$ cat src/rtl/serial_sub_4_pkg.sv
// Shared definitions for the bit-serial subtractor: FSM state encodings
// and the bit-counter width helper.
package serial_sub_4_pkg;

    localparam logic [1:0] ST_IDLE  = 2'd0;
    localparam logic [1:0] ST_SHIFT = 2'd1;
    localparam logic [1:0] ST_DONE  = 2'd2;

    // Counter is one bit wider than needed to index WIDTH so that
    // non-power-of-two widths never wrap before the last step.
    function automatic int cnt_w(input int width);
        return $clog2(width) + 1;
    endfunction

endpackage

$ cat src/rtl/serial_sub_4_if.sv
// Request/result bundle for serial_sub_4. The ovf signal exists only when
// SIGNED_OVF_EN is defined.
interface serial_sub_4_if #(
    parameter int WIDTH = 4
);
    logic             start;
    logic [WIDTH-1:0] a;
    logic [WIDTH-1:0] b;
    logic             bi;
    logic             busy;
    logic             done;
    logic [WIDTH-1:0] diff;
    logic             bo;
`ifdef SIGNED_OVF_EN
    logic             ovf;

    modport master (output start, a, b, bi, input busy, done, diff, bo, ovf);
    modport slave  (input start, a, b, bi, output busy, done, diff, bo, ovf);
`else
    modport master (output start, a, b, bi, input busy, done, diff, bo);
    modport slave  (input start, a, b, bi, output busy, done, diff, bo);
`endif
endinterface

$ cat src/rtl/serial_sub_4_full_sub_1.sv
// Combinational 1-bit full subtractor: d = x - y - bin, borrow out in bout.
module full_sub_1 (
    input  logic x,
    input  logic y,
    input  logic bin,
    output logic d,
    output logic bout
);

    // Difference bit and borrow generation/propagation.
    always_comb begin
        d    = x ^ y ^ bin;
        bout = (~x & y) | (~(x ^ y) & bin);
    end

endmodule

$ cat src/rtl/serial_sub_4.sv
// Bit-serial subtractor: diff = (a - b - bi) mod 2^WIDTH, one bit per clock,
// LSB first, with start/busy/done handshake.
// Optional feature macro: SIGNED_OVF_EN adds the signed-overflow flag ovf.
module serial_sub_4
    import serial_sub_4_pkg::*;
#(
    parameter int WIDTH = 4
) (
    input  logic           clk,
    input  logic           rst_n,
    serial_sub_4_if.slave  bus
);

    localparam int CNT_W = cnt_w(WIDTH);

    logic [1:0]       state;
    logic [CNT_W-1:0] cnt;
    logic [WIDTH-1:0] a_sh;
    logic [WIDTH-1:0] b_sh;
    logic             brw;
    logic [WIDTH-1:0] diff_r;
    logic             bo_r;
    logic             d_bit;
    logic             brw_nxt;
    logic             accept;
    logic             last_step;

    full_sub_1 u_fs (
        .x    (a_sh[0]),
        .y    (b_sh[0]),
        .bin  (brw),
        .d    (d_bit),
        .bout (brw_nxt)
    );

    // Start is honoured only when no operation is in flight.
    always_comb begin
        accept    = bus.start && ((state == ST_IDLE) || (state == ST_DONE));
        last_step = (cnt == CNT_W'(WIDTH - 1));
    end

    // Sequencer: IDLE/DONE accept a request, SHIFT runs WIDTH bit-steps.
    always_ff @(posedge clk or negedge rst_n) begin
        if (!rst_n) begin
            state <= ST_IDLE;
            cnt   <= '0;
        end else begin
            case (state)
                ST_SHIFT: begin
                    cnt <= cnt + CNT_W'(1);
                    if (last_step) begin
                        state <= ST_DONE;
                    end
                end
                ST_IDLE, ST_DONE: begin
                    if (accept) begin
                        state <= ST_SHIFT;
                        cnt   <= '0;
                    end else begin
                        state <= ST_IDLE;
                    end
                end
                default: begin
                    state <= ST_IDLE;
                end
            endcase
        end
    end

    // Operand shift registers, running borrow and result registers.
    always_ff @(posedge clk or negedge rst_n) begin
        if (!rst_n) begin
            a_sh   <= '0;
            b_sh   <= '0;
            brw    <= 1'b0;
            diff_r <= '0;
            bo_r   <= 1'b0;
        end else if (accept) begin
            a_sh <= bus.a;
            b_sh <= bus.b;
            brw  <= bus.bi;
        end else if (state == ST_SHIFT) begin
            a_sh   <= a_sh >> 1;
            b_sh   <= b_sh >> 1;
            brw    <= brw_nxt;
            diff_r <= {d_bit, diff_r[WIDTH-1:1]};
            if (last_step) begin
                bo_r <= brw_nxt;
            end
        end
    end

`ifdef SIGNED_OVF_EN
    logic a_msb;
    logic b_msb;
    logic ovf_r;

    // Operand sign bits are kept aside since the shift registers lose them;
    // the flag is resolved on the final step when the result MSB appears.
    always_ff @(posedge clk or negedge rst_n) begin
        if (!rst_n) begin
            a_msb <= 1'b0;
            b_msb <= 1'b0;
            ovf_r <= 1'b0;
        end else if (accept) begin
            a_msb <= bus.a[WIDTH-1];
            b_msb <= bus.b[WIDTH-1];
        end else if ((state == ST_SHIFT) && last_step) begin
            ovf_r <= (a_msb != b_msb) && (d_bit != a_msb);
        end
    end

    assign bus.ovf = ovf_r;
`endif

    assign bus.busy = (state == ST_SHIFT);
    assign bus.done = (state == ST_DONE);
    assign bus.diff = diff_r;
    assign bus.bo   = bo_r;

endmodule

$ cat src/flat_wrapper.sv
// flat-port wrapper written by rule: the top's interface ports become plain ports
module serial_sub_4_flat import serial_sub_4_pkg::*;
#(
    parameter int WIDTH = 4
)
  (clk, rst_n, bus_start, bus_a, bus_b, bus_bi, bus_busy, bus_done, bus_diff, bus_bo);
  serial_sub_4_if #(.WIDTH(WIDTH)) bus_i ();
  input  logic clk;
  input  logic rst_n;
  input wire logic [$bits(bus_i.start)-1:0] bus_start;
  input wire logic [$bits(bus_i.a)-1:0] bus_a;
  input wire logic [$bits(bus_i.b)-1:0] bus_b;
  input wire logic [$bits(bus_i.bi)-1:0] bus_bi;
  output wire logic [$bits(bus_i.busy)-1:0] bus_busy;
  output wire logic [$bits(bus_i.done)-1:0] bus_done;
  output wire logic [$bits(bus_i.diff)-1:0] bus_diff;
  output wire logic [$bits(bus_i.bo)-1:0] bus_bo;
  assign bus_i.start = bus_start;
  assign bus_i.a = bus_a;
  assign bus_i.b = bus_b;
  assign bus_i.bi = bus_bi;
  assign bus_busy = bus_i.busy;
  assign bus_done = bus_i.done;
  assign bus_diff = bus_i.diff;
  assign bus_bo = bus_i.bo;
  serial_sub_4 #(.WIDTH(WIDTH)) u_core (.clk(clk), .rst_n(rst_n), .bus(bus_i));
endmodule
$ cat config.mk
export PLATFORM = sky130hd
export DESIGN_NAME = serial_sub_4_flat
export DESIGN_NICKNAME = d
export VERILOG_FILES = /design/src/rtl/serial_sub_4_pkg.sv /design/src/rtl/serial_sub_4_if.sv /design/src/rtl/serial_sub_4_full_sub_1.sv /design/src/rtl/serial_sub_4.sv /design/src/flat_wrapper.sv
export SDC_FILE = /design/constraint.sdc
export NUM_CORES = 1
export LEC_CHECK = 0
export CORE_MARGIN = 2
export CORE_UTILIZATION = 54
export CTS_CLUSTER_SIZE = 28
export DETAILED_ROUTE_END_ITERATION = 12
export GPL_ROUTABILITY_DRIVEN = 1
export PLACE_DENSITY_LB_ADDON = 0.25
export SLEW_MARGIN = 40
export SYNTH_ARGS = -nofsm -noshare
export SYNTH_HDL_FRONTEND = slang
export SYNTH_SLANG_ARGS = --single-unit
$ cat constraint.sdc
create_clock -name clk -period 2.6 [get_ports clk]
set_input_delay 0.39 -clock clk [delete_from_list [all_inputs] [get_ports clk]]
set_output_delay 0.39 -clock clk [all_outputs]
set_load 0.01 [all_outputs]
* Word level (Yosys, flattened, before mapping)
Index checks and enable logic that the tools add are counted.
** Word-level totals
- Output and inout port bits :: 7
- Register bits :: 19
** Cells by class
- Eq/ne operators :: 5
- $add $sub $neg :: 1
- Bitwise gates (word level) :: 8
- Mux-type cells :: 11
- Reductions and logical operators :: 9
** Operators by type and width (number)
- $mux 4 :: 4
- $pmux 3 s2 :: 1
- $ne 2x1->1 const B :: 2
- $pmux 2 s2 :: 1
- $reduce_and 2->1 :: 2
- $reduce_bool 2->1 :: 2
- $add 3x1->3 const B :: 1
- $eq 3x2->1 const B :: 1
- $mux 1 :: 3
- $mux 3 :: 1
- $not 1->1 :: 3
- $reduce_and 3->1 :: 1
- $and 1x1->1 :: 2
- $eq 2x1->1 const B :: 1
- $eq 2x2->1 const B :: 1
- $logic_not 2->1 :: 1
- $mux 2 :: 1
- $reduce_or 2->1 :: 1
- $xor 1x1->1 :: 2
- $logic_and 1x1->1 :: 1
- $logic_or 1x1->1 :: 1
- $or 1x1->1 :: 1

* Depth between registers and ports, before layout
- Depth in word-level cells :: 6
- Mapped depth :: 5
- Depth with buffers taken out :: 5

* Cells and area by module
From an unflattened synthesis, not the netlist that was laid out.
** Second synthesis, totals
- Cells, all modules :: 87
- Area, all modules :: 942.2 µm²
** By module, submodules not included
- serial_sub_4 :: instances 1, cells an instance 83, sequential area each 475.5 µm², area an instance 910.9 µm²
- full_sub_1 :: instances 1, cells an instance 4, sequential area each 0.0 µm², area an instance 31.3 µm²

* Least setup slack after synthesis
OpenSTA, ideal clock, no wires.
- Kind :: register to register
- Start :: register u_core.a_sh[0]
- End :: register u_core.brw
- Arrival :: 1.184 ns
- Clock period less this slack :: 1.262 ns
- Path slack :: 1.338 ns
- Setup time :: 0.077 ns
- Cell stages (with the launch flop) :: 4
- Path buffers :: 0
- Path through :: dfrtp_1 -> fa_1 -> mux2_2 -> a21oi_1
** On the way
- Cells in the longest elaborated chain, start to end :: 6
** Ends and longest elaborated chain
- start: declaration :: RTL line serial_sub_4.sv:18 : logic [WIDTH-1:0] a_sh;
- start signal: assignment :: RTL line serial_sub_4.sv:79 : a_sh <= bus.a;
- start signal: assignment :: RTL line serial_sub_4.sv:83 : a_sh <= a_sh >> 1;
- $xor 1x1->1 :: RTL line serial_sub_4_full_sub_1.sv:13 : bout = (~x & y) | (~(x ^ y) & bin);
- $not 1->1 :: RTL line serial_sub_4_full_sub_1.sv:13
- $and 1x1->1 :: RTL line serial_sub_4_full_sub_1.sv:13
- $or 1x1->1 (*) :: RTL line serial_sub_4_full_sub_1.sv:13
- $mux 1 (*) :: RTL line serial_sub_4.sv:82 : end else if (state == ST_SHIFT) begin
- $mux 1 (*) :: RTL line serial_sub_4.sv:78 : end else if (accept) begin
- end signal: assignment :: RTL line serial_sub_4.sv:81 : brw <= bus.bi;
- end signal: assignment :: RTL line serial_sub_4.sv:85 : brw <= brw_nxt;
- end: declaration :: RTL line serial_sub_4.sv:20 : logic brw;
Every way passes the cells marked *; elsewhere a longest branch is shown, timed or not. The select of a mux whose other input is x is not followed.
A chain may end at the register's enable or synchronous reset.

* Worst setup path in the final report
- Start :: register u_core.state[1]
- End :: output port bus_busy
** On the way
- Cells in the longest elaborated chain, start to end :: 1
** Ends and longest elaborated chain
- start: declaration :: RTL line serial_sub_4.sv:16 : logic [1:0] state;
- start signal: assignment :: RTL line serial_sub_4.sv:45 : state <= ST_IDLE;
- start signal: assignment :: RTL line serial_sub_4.sv:52 : state <= ST_DONE;
- start signal: assignment :: RTL line serial_sub_4.sv:57 : state <= ST_SHIFT;
- $eq 2x1->1 :: RTL line serial_sub_4.sv:116 : assign bus.busy = (state == ST_SHIFT);
- end: declaration :: RTL line flat_wrapper.sv:14 : output wire logic [$bits(bus_i.busy)-1:0] bus_busy;
Every way passes these cells.

==> flow_metrics.tcl <==
set metrics [dict create \
    outcome "completed" \
    dp_cells 125 \
    postCtsSetupBuffers 0 \
    timing.rr.start "u_core.state[1]" \
    gp_congestion 0.706 \
    end_kind "output pin" \
    crit_buf_inv 2 \
    crit_fanout 15 \
    die_h_um 47.4 \
    drc 0 \
    setup_viol 0 \
    syn-num-nets 104 \
    dp_hpwl_mm 1.17 \
    start_util_pct 58.1 \
    drv_cap 0 \
    hold_viol 0 \
    grt_setup_unrepaired "no" \
    holdBufCountCts 0 \
    setup.worst_path.class "flop to output pin" \
    required_ns 2.21 \
    setup_slack_ns 0.378 \
    cts_resized 0 \
    ys_ff_latch 19 \
    io_pins 19 \
    relSlewSlack_pct 54.7 \
    ant_nets 0 \
    p_leak_nw 0.512 \
    viasPerCell 5.36 \
    core_um2 1750 \
    slew_viol_final 0 \
    final.setup.tns_ns 0 \
    fmax_mhz 450 \
    nets 120 \
    ys_top_cells_by_area "dfrtp_1 47%, mux2i_1 8.9%, mux2_4 5.9%" \
    syn_avg_cell_area_um2 11.4 \
    timing.hold.ws_ns 0.0175 \
    cts.sinks 19 \
    grt_pass1_vias 564 \
    post-place-ws_ns 0.691 \
    area_delta_synth_final_pct 17.8 \
    htreeDepth 1 \
    placementRows 15 \
    grtUsageTotal_pct 16.3 \
    firstDrtPassIters 2 \
    crit_slowest_cell "dfrtp_1" \
    synth.cell_area_um2 1010 \
    drive_above_1_share_pct 11.5 \
    clock_latency_ns 0.28 \
    via_count 692 \
    wl_met1_um 761 \
    post-route-period-util_pct 85.5 \
    clockBufferDepth 2 \
    cts_tree "done" \
    synth_warnings 0 \
    skew_ns 0.00381 \
    power.density_nw_per_um2 1150 \
    vdd_drop_max_mv 0.652 \
    die_w_um 47.4 \
    r2r_setup_slack_ns 1.16 \
    topRoutingLayerUsed "met4" \
    yosysSeqAreaShare_pct 46.9 \
    r2r_cells 2 \
    cts_buffers 3 \
    synth_cells 89 \
    grt_antenna_before_repair 0 \
    drt_wl_total_mm 1.61 \
    final_cell_count_no_fill 129 \
    cp.arrival_ns 1.83 \
    yosys.area.top_type "dfrtp_1" \
    tightest_slew_ns 0.678 \
    root_buffer "clkbuf_4" \
    hold_path.class "input pin to asynchronous set/reset pin" \
    grt_start_max_net_pins 26 \
    period_minus_slack_ns 2.22 \
    met2WireLength_um 785 \
    clkSlewWorstSetupHoldPaths_ns 0.10 \
    numPortBuffers 18 \
    cp_top_family "flip-flops" \
    grt_overflow_total 0 \
    path_cells "nand2b_4, inv_1, clkdlybuf4s50_1" \
    antenna-diode-count 0 \
    r2r_end "u_core.bus.diff[1]" \
    first_iter_violations 5 \
    setup.worst_path.start_class "flop" \
    wl_per_cell_um 12.5 \
    grt_first_pass_wirelength_mm 2.44 \
    wl_met3_um 53 \
    yosysTopAreaCellShare_pct 46.9 \
    critPathMaxStageDelay_ns 0.73 \
    yosysUniqueCellTypes 23 \
    die_area_um2 2240 \
]
[worst max-delay path by stage]
stage / from / endpoint / cells after the start
2_1_floorplan: u_core.a_sh[0] / u_core.brw / 3
3_3_place_gp: u_core.state[1] / bus_busy / 3
3_5_place_dp: u_core.state[1] / bus_busy / 3
4_1_cts: u_core.state[1] / bus_busy / 3
5_1_grt: u_core.state[1] / bus_busy / 3
6_report: u_core.state[1] / bus_busy / 3
[worst register-to-register path, stage by stage, from the launching register on]
cell	delay, ns
dfrtp_1	0.73
nand2b_4	0.30
mux2_4	0.31
[cells in the mapped netlist]
library cell	n
nor2_1	1
nand2b_4	1
mux2_2	2
ha_1	2
nand2b_1	1
xnor2_1	1
buf_2	3
a22o_1	2
inv_1	6
fa_1	1
dfrtp_1	19
nand2_1	2
o21ai_0	4
nand3b_1	1
nor2b_1	8
buf_6	2
nand3_1	2
o22ai_1	1
a211oi_1	7
mux2_4	4
mux2i_1	9
buf_4	3
a21oi_1	7
[layout by cell type (no fill, tap or decap)]
| master | Yosys | routed |
|---|---|---|
| clkbuf_1 | 0 | 1 |
| ha_1 | 2 | 2 |
| buf_2 | 3 | 1 |
| clkdlybuf4s50_1 | 0 | 17 |
| xnor2_1 | 1 | 1 |
| mux2_2 | 2 | 2 |
| nand3_1 | 2 | 2 |
| nand3b_1 | 1 | 1 |
| nor2b_1 | 8 | 8 |
| a22o_1 | 2 | 2 |
| nor2_1 | 1 | 1 |
| nand2b_1 | 1 | 1 |
| clkbuf_4 | 0 | 3 |
| mux2_4 | 4 | 4 |
| nand2_1 | 2 | 2 |
| a211oi_1 | 7 | 7 |
| dfrtp_1 | 19 | 19 |
| fa_1 | 1 | 1 |
| a21oi_1 | 7 | 7 |
| inv_1 | 6 | 6 |
| buf_4 | 3 | 1 |
| o21ai_0 | 4 | 4 |
| mux2i_1 | 9 | 9 |
| o22ai_1 | 1 | 1 |
| nand2b_4 | 1 | 1 |
[cell families after synthesis]
group	synth area share, %
AO/OA/AOI/OAI	12.9
flip-flops	46.9
AND/OR/NAND/NOR	9.74
multiplexers	17.0
buffers and inverters	8.14
adder cells (fa/ha/maj)	4.44
XOR/XNOR	0.863
[per-stage QoR]
step	instance area, µm²	total power, W	utilization [%]
3_5_place_dp	1170	0.00124	67.0
2_1_floorplan	1010	0.00106	-
6_report	1190	0.00137	68.5
5_1_grt	1190	0.00148	68.5
4_1_cts	1190	0.00139	68.5
3_3_place_gp	1170	0.00121	67.2
[final cells by class]
cell class	instances	area, µm²
inverter	6	22.5
tap	25	31.3
multi-input combinational	56	457
clock buffer	4	26.3
fill	142	551
timing repair buffer	19	183
sequential	19	475
[registers in the layout (all words and copies together) (netlist names)]
signal / flops
u_core.cnt: 3
u_core.b_sh: 4
u_core.a_sh: 4
u_core.bus.diff: 4
u_core.state: 2
u_core.brw: 1
u_core.bus.bo: 1
[routing by layer]
layer / vias up / GRT usage, %
li1: 338 / -
met1: 338 / 19.5
met2: 14 / 27.3
met3: 2 / 4.62
met4: 0 / 6.67
met5: - / 0
[where the power goes]
group,switching [W],internal [W],total (W)
clock,0.0000831,0.0000595,0.000143
sequential,0.000122,0.000437,0.000558
combinational,0.000272,0.000395,0.000668
total,0.000477,0.000891,0.00137
Power figures use the tool's default switching activity.
